--- src/rtl/ex_mem_wb_pipe.sv ---
// EX/MEM and MEM/WB pipeline registers with the MEM-stage data-memory port,
// store lane steering, load extraction and a retired-instruction counter.
module ex_mem_wb_pipe #(
    parameter int XLEN  = 32,
    parameter int CNT_W = 32
) (
    input  logic             clk,
    input  logic             reset,
    input  logic             stall_mem,
    input  logic             flush_ex,
    input  logic             ex_valid,
    input  logic [4:0]       ex_rd,
    input  logic             ex_reg_write,
    input  logic             ex_mem_read,
    input  logic             ex_mem_write,
    input  logic             ex_mem_to_reg,
    input  logic [2:0]       ex_funct3,
    input  logic [XLEN-1:0]  ex_alu_result,
    input  logic [XLEN-1:0]  ex_rs2_data,
    output logic [XLEN-1:0]  mem_addr,
    output logic [XLEN-1:0]  mem_wdata,
    output logic [3:0]       mem_wstrb,
    output logic             mem_read,
    input  logic [XLEN-1:0]  mem_rdata,
    output logic [4:0]       rd_mem,
    output logic             reg_write_mem,
    output logic [XLEN-1:0]  alu_result_mem,
    output logic [4:0]       rd_wb,
    output logic             reg_write_wb,
    output logic [XLEN-1:0]  wb_data,
    output logic [CNT_W-1:0] instret
);
    typedef struct packed {
        logic            valid;
        logic [4:0]      rd;
        logic            reg_write;
        logic            mem_read;
        logic            mem_write;
        logic            mem_to_reg;
        logic [2:0]      funct3;
        logic [XLEN-1:0] alu;
        logic [XLEN-1:0] rs2;
    } exm_t;

    typedef struct packed {
        logic            valid;
        logic [4:0]      rd;
        logic            reg_write;
        logic            mem_to_reg;
        logic [XLEN-1:0] alu;
        logic [XLEN-1:0] ld;
    } mwb_t;

    exm_t exm, ex_in;
    mwb_t mwb;
    logic [1:0]      lane;
    logic [7:0]      ld_b;
    logic [15:0]     ld_h;
    logic [XLEN-1:0] ld_data;
    logic [XLEN-1:0] st_data;
    logic [3:0]      st_strb;

    assign ex_in = '{valid: ex_valid, rd: ex_rd, reg_write: ex_reg_write,
                     mem_read: ex_mem_read, mem_write: ex_mem_write,
                     mem_to_reg: ex_mem_to_reg, funct3: ex_funct3,
                     alu: ex_alu_result, rs2: ex_rs2_data};

    // A flushed slot is registered as all-zero so the bubble carries no stale fields.
    always_ff @(posedge clk) begin
        if (!reset)
            exm <= '0;
        else if (!stall_mem)
            exm <= flush_ex ? '0 : ex_in;
    end

    assign lane = exm.alu[1:0];
    assign ld_b = mem_rdata[{lane, 3'b000} +: 8];
    assign ld_h = mem_rdata[{lane[1], 4'b0000} +: 16];

    always_comb begin
        ld_data = mem_rdata;
        case (exm.funct3)
            3'b000:  ld_data = {{(XLEN-8){ld_b[7]}}, ld_b};
            3'b100:  ld_data = {{(XLEN-8){1'b0}}, ld_b};
            3'b001:  ld_data = {{(XLEN-16){ld_h[15]}}, ld_h};
            3'b101:  ld_data = {{(XLEN-16){1'b0}}, ld_h};
            default: ld_data = mem_rdata;
        endcase
    end

    always_comb begin
        st_data = exm.rs2;
        st_strb = 4'b1111;
        case (exm.funct3[1:0])
            2'b00: begin
                st_data = XLEN'({4{exm.rs2[7:0]}});
                st_strb = 4'b0001 << lane;
            end
            2'b01: begin
                st_data = XLEN'({2{exm.rs2[15:0]}});
                st_strb = 4'b0011 << {lane[1], 1'b0};
            end
            default: ;
        endcase
    end

    // A stall retires nothing: MEM/WB gets a bubble while rd/data keep their last values.
    always_ff @(posedge clk) begin
        if (!reset)
            mwb <= '0;
        else if (stall_mem)
            mwb.valid <= 1'b0;
        else
            mwb <= '{valid: exm.valid, rd: exm.rd, reg_write: exm.reg_write,
                     mem_to_reg: exm.mem_to_reg, alu: exm.alu, ld: ld_data};
    end

    always_ff @(posedge clk) begin
        if (!reset)
            instret <= '0;
        else if (mwb.valid)
            instret <= instret + CNT_W'(1);
    end

    assign mem_addr       = exm.alu;
    assign mem_wdata      = st_data;
    assign mem_wstrb      = (exm.valid && exm.mem_write) ? st_strb : 4'b0000;
    assign mem_read       = exm.valid & exm.mem_read;
    assign rd_mem         = exm.rd;
    assign reg_write_mem  = exm.valid & exm.reg_write;
    assign alu_result_mem = exm.alu;
    assign rd_wb          = mwb.rd;
    assign reg_write_wb   = mwb.valid & mwb.reg_write;
    assign wb_data        = mwb.mem_to_reg ? mwb.ld : mwb.alu;
endmodule

--- config.mk ---
export PLATFORM = sky130hd
export DESIGN_NAME = ex_mem_wb_pipe
export DESIGN_NICKNAME = d
export VERILOG_FILES = /design/src/rtl/ex_mem_wb_pipe.sv
export SDC_FILE = /design/constraint.sdc
export NUM_CORES = 1
export LEC_CHECK = 0
export ABC_AREA = 1
export ABC_CLOCK_PERIOD_IN_PS = 1670
export BUFFER_PORTS_ARGS = -buffer_cell sky130_fd_sc_hd__buf_2
export CORE_MARGIN = 2
export CORE_UTILIZATION = 45
export DETAILED_ROUTE_END_ITERATION = 12
export PLACE_DENSITY_LB_ADDON = 0.15
export SLEW_MARGIN = 20
export SYNTH_ARGS = -nofsm -noshare
export SYNTH_HDL_FRONTEND = slang
export SYNTH_SLANG_ARGS = --single-unit
--- constraint.sdc ---
create_clock -name clk -period 1.67 [get_ports clk]
set_clock_uncertainty 0.15 [all_clocks]
set_input_delay 0.334 -clock clk [delete_from_list [all_inputs] [get_ports clk]]
set_output_delay 0.334 -clock clk [all_outputs]
set_load 0.005 [all_outputs]
# After elaboration in Yosys (flattened, before gate mapping)
# Index checks and enable logic that the tools add are counted.
[totals] out_inout_bits=177 regBits=181 wordCells=39
[op_classes] bitwise=4 n_eq_ne=4 add_sub_neg=1 mux=6 shifts=4 reduce_logical=4
[op_table] cell="one-hot mux 32 bit (4 select lines)" count=1
[op_table] cell="two-way mux 77 bit" count=1
[op_table] cell="one-hot mux 32 bit (2 select lines)" count=1
[op_table] cell="adder 32 x 1 -> 32 bit (second input constant)" count=1
[op_table] cell="two-way mux 32 bit" count=1
[op_table] cell="indexed part select 32 x 6 -> 16 bit" count=1
[op_table] cell="indexed part select 32 x 6 -> 8 bit" count=1
[op_table] cell="one-hot mux 4 bit (2 select lines)" count=1
[op_table] cell="equality test 3 bit (second input constant)" count=2
[op_table] cell="two-way mux 4 bit" count=1
[op_table] cell="left shift 1 x 2 -> 4 bit (first input constant)" count=1
[op_table] cell="left shift 2 x 2 -> 4 bit (first input constant)" count=1
[op_table] cell="bitwise AND 1 bit" count=3
[op_table] cell="equality test 3 x 1 -> 1 bit (second input constant)" count=1
[op_table] cell="logical NOT 3 bit" count=1
[op_table] cell="equality test 2 x 1 -> 1 bit (second input constant)" count=1
[op_table] cell="logical NOT 2 bit" count=1
[op_table] cell="OR reduction 2 bit" count=1
[op_table] cell="logical AND 1 bit" count=1
[op_table] cell="NOT 1 bit" count=1

# Logic depth before layout (Yosys ltp)
[logic_depth] depth_word=3 mapped_depth=10

# Worst setup path after synthesis
# No wires, ideal clock.
[synth_timing] path_kind="register to register" startpoint="register instret[0]" endpoint="register instret[18]" arrival_time_ps=1330 required_ps=1407 path_stages_with_launch=11 n_path_buf=0 path_slack_ps=77 period_less_slack_ps=1593 cell_sequence="dfxtp_1 -> ha_1 -> inv_1 -> nor2_1 -> nand2_1 -> nor2_2 -> nand2_1 -> nor2_1 -> nand2_1 -> nand2_1 -> nor2_1"
[synth_between] elab_chain_cells=1
[synth_rtl] item="start: declaration" line="31" text="output logic [CNT_W-1:0] instret"
[synth_rtl] item="start signal: assignment" line="122" text="instret <= instret + CNT_W'(1);"
[synth_rtl] item="adder 32 x 1 -> 32 bit" line="122"
# Every way passes these cells.
# A chain may end at the register's enable or synchronous reset.

# Worst setup path after layout
[layout_timing] startpoint="register exm[65] (netlist bit)" endpoint="output port mem_wdata[24]"
[layout_between] elab_chain_cells=2 elab_cells_between_ends=3 cone_classes="eq/ne: 1; mux: 1; reduce/logical: 1"
[layout_rtl] item="start: declaration" line="54" text="exm_t exm, ex_in;"
[layout_rtl] item="start signal: assignment" line="73" text="exm <= flush_ex ? '0 : ex_in;"
[layout_rtl] item="equality test 2 x 1 -> 1 bit or logical NOT 2 bit (tied branches)" line="94" text="case (exm.funct3[1:0])"
[layout_rtl] item="one-hot mux 32 bit (2 select lines) (*)" line="94"
[layout_rtl] item="end: declaration" line="21" text="output logic [XLEN-1:0] mem_wdata,"
# Every way passes the cells marked *; elsewhere a longest branch is shown, timed or not.

==> summary.md <==
| Metric | Value |
|---|---|
| IR drop worst, VDD | `0.660 mV` |
| Clock share of power | `38.3%` |
| Crit Path Max Fanout | `8` |
| Final period util | `119%` |
| Storage cell area | `3660 um^2` |
| Die area | `20800 um^2` |
| Switching power | `2.70 mW` |
| FFs w/ async S/R, synth | `0%` |
| Initial core utilization | `roughly 46%` |
| Pwr dens | `805 nW/um^2` |
| # rows | `51` |
| Vias per inst | `4.92` |
| Top FF cell, synth | `dfxtp_1` |
| Int Pwr | `7.42 mW` |
| Antenna-violating nets left | `0` |
| Initial antenna violation count | `11` |
| Top cells by area, synth | `dfxtp_1 (41%), nand2_1 (14%), a21oi_1 (9.7%)` |
| Cell depth of the worst flop-to-flop path | `9` |
| Placed Instances | `1767` |
| Switching Fraction | `a little over a quarter` |
| Hold violation count in the final report | `0` |
| Pin count of the biggest net entering global routing | `77` |
| Syn_nets | `1420` |
| Clock Tree Buf Depth | `2` |
| Syn Inst Count | `1306` |
| Global-route wire length before repair | `42.9 mm` |
| Mapped Area | `around 8900 um^2` |
| Setup TNS Final | `-11.59 ns` |
| Arrival time at the worst endpoint | `1.50 ns` |
| Share of layout cells above drive strength 1 | `about a third` |
| Yosys cell types | `38` |
| Post-Layout Cell Count | `about 1900` |
| Outcome | `complete, but fails checks` |
| Crit path time final | `1.98 ns` |
| Max cap viols | `0` |
| RSZ-0062 raised after global routing | `yes` |
| Max frequency | `505 MHz` |
| DIE HEIGHT | `144 um` |
| Yosys reg bits | `181` |
| Max_slew headroom | `about two thirds` |
| Root buf cell | `clkbuf_16` |
| IO Port Bufs | `289` |
| Final net count | `about 1700` |
| Gr usage total | `26.3%` |
| Max-slew violation count | `0` |
| Logic pwr share | `16.0%` |
| Remaining global-route overflow | `0` |
| HP Start | `ex_alu_result[26]` |
| EDFF count, synth | `0` |
| CP Class | `reg2out` |
| Final setup margin | `-0.310 ns` |
| Hold worst-path end | `alu_result_mem[26]` |
| Hold crit path type | `in2reg` |
| Dpl hpwl | `19.3 mm` |
| Area grow syn2layout | `41.8%` |
| Worst r2r src | `alu_result_mem[1]` |
| Worst-Margin Slew | `around 0.49 ns` |
| P_leak | `5.84 nW` |
| DRC | `0` |
| Setup violators final | `75` |
| Violated checks | `negative setup slack` |
| Commonest non-fill, non-tap cells in the layout | `nand2_1 (321), buf_2 (288), dfxtp_1 (162)` |
| Critical path data required time | `1.19 ns` |
| Vias | `roughly 9400` |
| Vias in the first global route | `8440` |
| Final WL | `28.5 mm` |
| YS warnings | `0` |
| Sequential Power Share | `45.7%` |
| Worst setup SP type | `flop` |
| Sequential area share after synthesis | `roughly two fifths` |
| Clock latency on the worst-skew pair | `approximately 0.43 ns` |
| H-tree level count | `4` |
| CTS buffer count | `17` |
| Post-Syn Area per Cell | `6.78 um^2` |
| Core area | `between 15000 and 20000 um^2` |
| DRT iter0 DRCs | `526` |
| Top cell type by total area after synthesis | `dfxtp_1` |
| Crit end category | `primary output` |
| Yosys top cell area share | `40.9%` |
| WL per Instance | `15.0 um` |
| Hold path cells | `3` |
| Fill cell count | `between 1500 and 2000` |
| Pre-antenna DRT Iters | `5` |
| Reg-to-reg slack, setup | `-0.04 ns` |
| Commonest non-fill, non-tap cell in the layout | `nand2_1` |
| Clock transition at path regs | `0.07 ns` |
| Area occupied by multi-input gates | `4300 um^2` |
| CTS tree | `built` |
| Util after Layout | `64.8%` |
| IO Pins | `290` |
| Global placer's final weighted congestion | `0.919` |
| R2R Path End | `mwb[18]` |
| Chip width | `144 um` |
| Clk sink count | `181` |
-- final cells by class --
class / instances / share of cell area [%]
clock buffers: 20 / 3.63
multi-input cells: 859 / 34.2
inverters: 110 / 3.35
well taps: 265 / 2.64
repair buffers: 448 / 26.1
diodes: 8 / 0.159
flip-flops and latches: 181 / 29.1
clock inverters: 11 / 0.797
-- cell usage after synthesis (5+ instances only) --
master / instances
a21oi_1: 171
a41oi_1: 7
buf_1: 9
buf_2: 24
buf_4: 85
clkbuf_1: 35
dfxtp_1: 181
inv_1: 105
nand2_1: 337
nand3_1: 73
nand4_1: 6
nor2_1: 149
nor3_1: 5
o211ai_1: 8
o21ai_0: 73
-- how the worst max path moves through the flow --
stage	from	end	slack, ns	depth (start not counted)
after floorplan	instret[0]	instret[18]	0.08	10
after global placement	exm[65]	mwb[15]	0.05	8
after detailed placement	instret[0]	instret[24]	0.03	7
after CTS	exm[65]	mem_wdata[24]	-0.27	5
after global routing	exm[65]	mem_wstrb[2]	-0.35	5
final	exm[65]	mem_wdata[24]	-0.31	5
-- logic make-up (layout without fill, tap and decap cells) --
family / Yosys count / count (layout) / share of synthesized area (%)
buf+inv: 266 / 589 / 15.5
xor+xnor: 6 / 6 / 0.593
simple gates: 583 / 583 / 26.8
fa+ha+maj: 1 / 1 / 0.141
other cells: 0 / 8 / 0
flops: 181 / 181 / 40.9
compound gates: 269 / 269 / 16.1
-- state kept, by name, indices dropped and copies added (netlist names) --
name            flops
mwb                67
instret            32
alu_result_mem     32
rd_mem              5
exm                40
rd_wb               5
-- power by group through the flow --
stage	logic (mW)	clock network, mW	registers (mW)
after floorplan	0.761	0	4.67
after global placement	1.24	0	4.70
after detailed placement	1.25	0	4.71
after CTS	1.51	3.94	4.61
after global routing	1.78	4.13	4.65
final	1.62	3.87	4.63
-- layer usage --
metal  GRT usage, %  vias up  part of all wire (%)
met5              0        -                  0.15
met4           9.45        6                   2.5
met3           5.79       49                   5.9
met2           45.2      254                    50
met1           32.2     4322                    42
li1               -     4733                     -
-- critical path, stage by stage, from the launching register on --
cell and delay (ns):
dfxtp_4 0.37, inv_4 0.10, nand2_4 0.07, buf_6 0.15, o211ai_1 0.23, buf_2 0.16
-- repair_timing --
action                                  CTS  global route
setup buffers                             9            12
resized for setup                        87            96
endpoints found under the hold margin    67             1
endpoints found under the setup margin   65            80
cloned                                    6             2
pin swaps                                18            30
hold buffers                             67             1
-- stage by stage --
stage	power (mW)	instance area, um^2	hold slack, ns	worst slack [ns]
final	10.1	12600	0.0107	-0.310
after global routing	10.6	12600	0.0117	-0.352
after CTS	10.1	12100	0.00233	-0.273
after detailed placement	5.96	10400	0.291	0.0270
after global placement	5.94	10400	0.288	0.0454
after floorplan	5.43	8860	0.279	0.0773
Note: power is estimated with default switching activity, not from simulation.
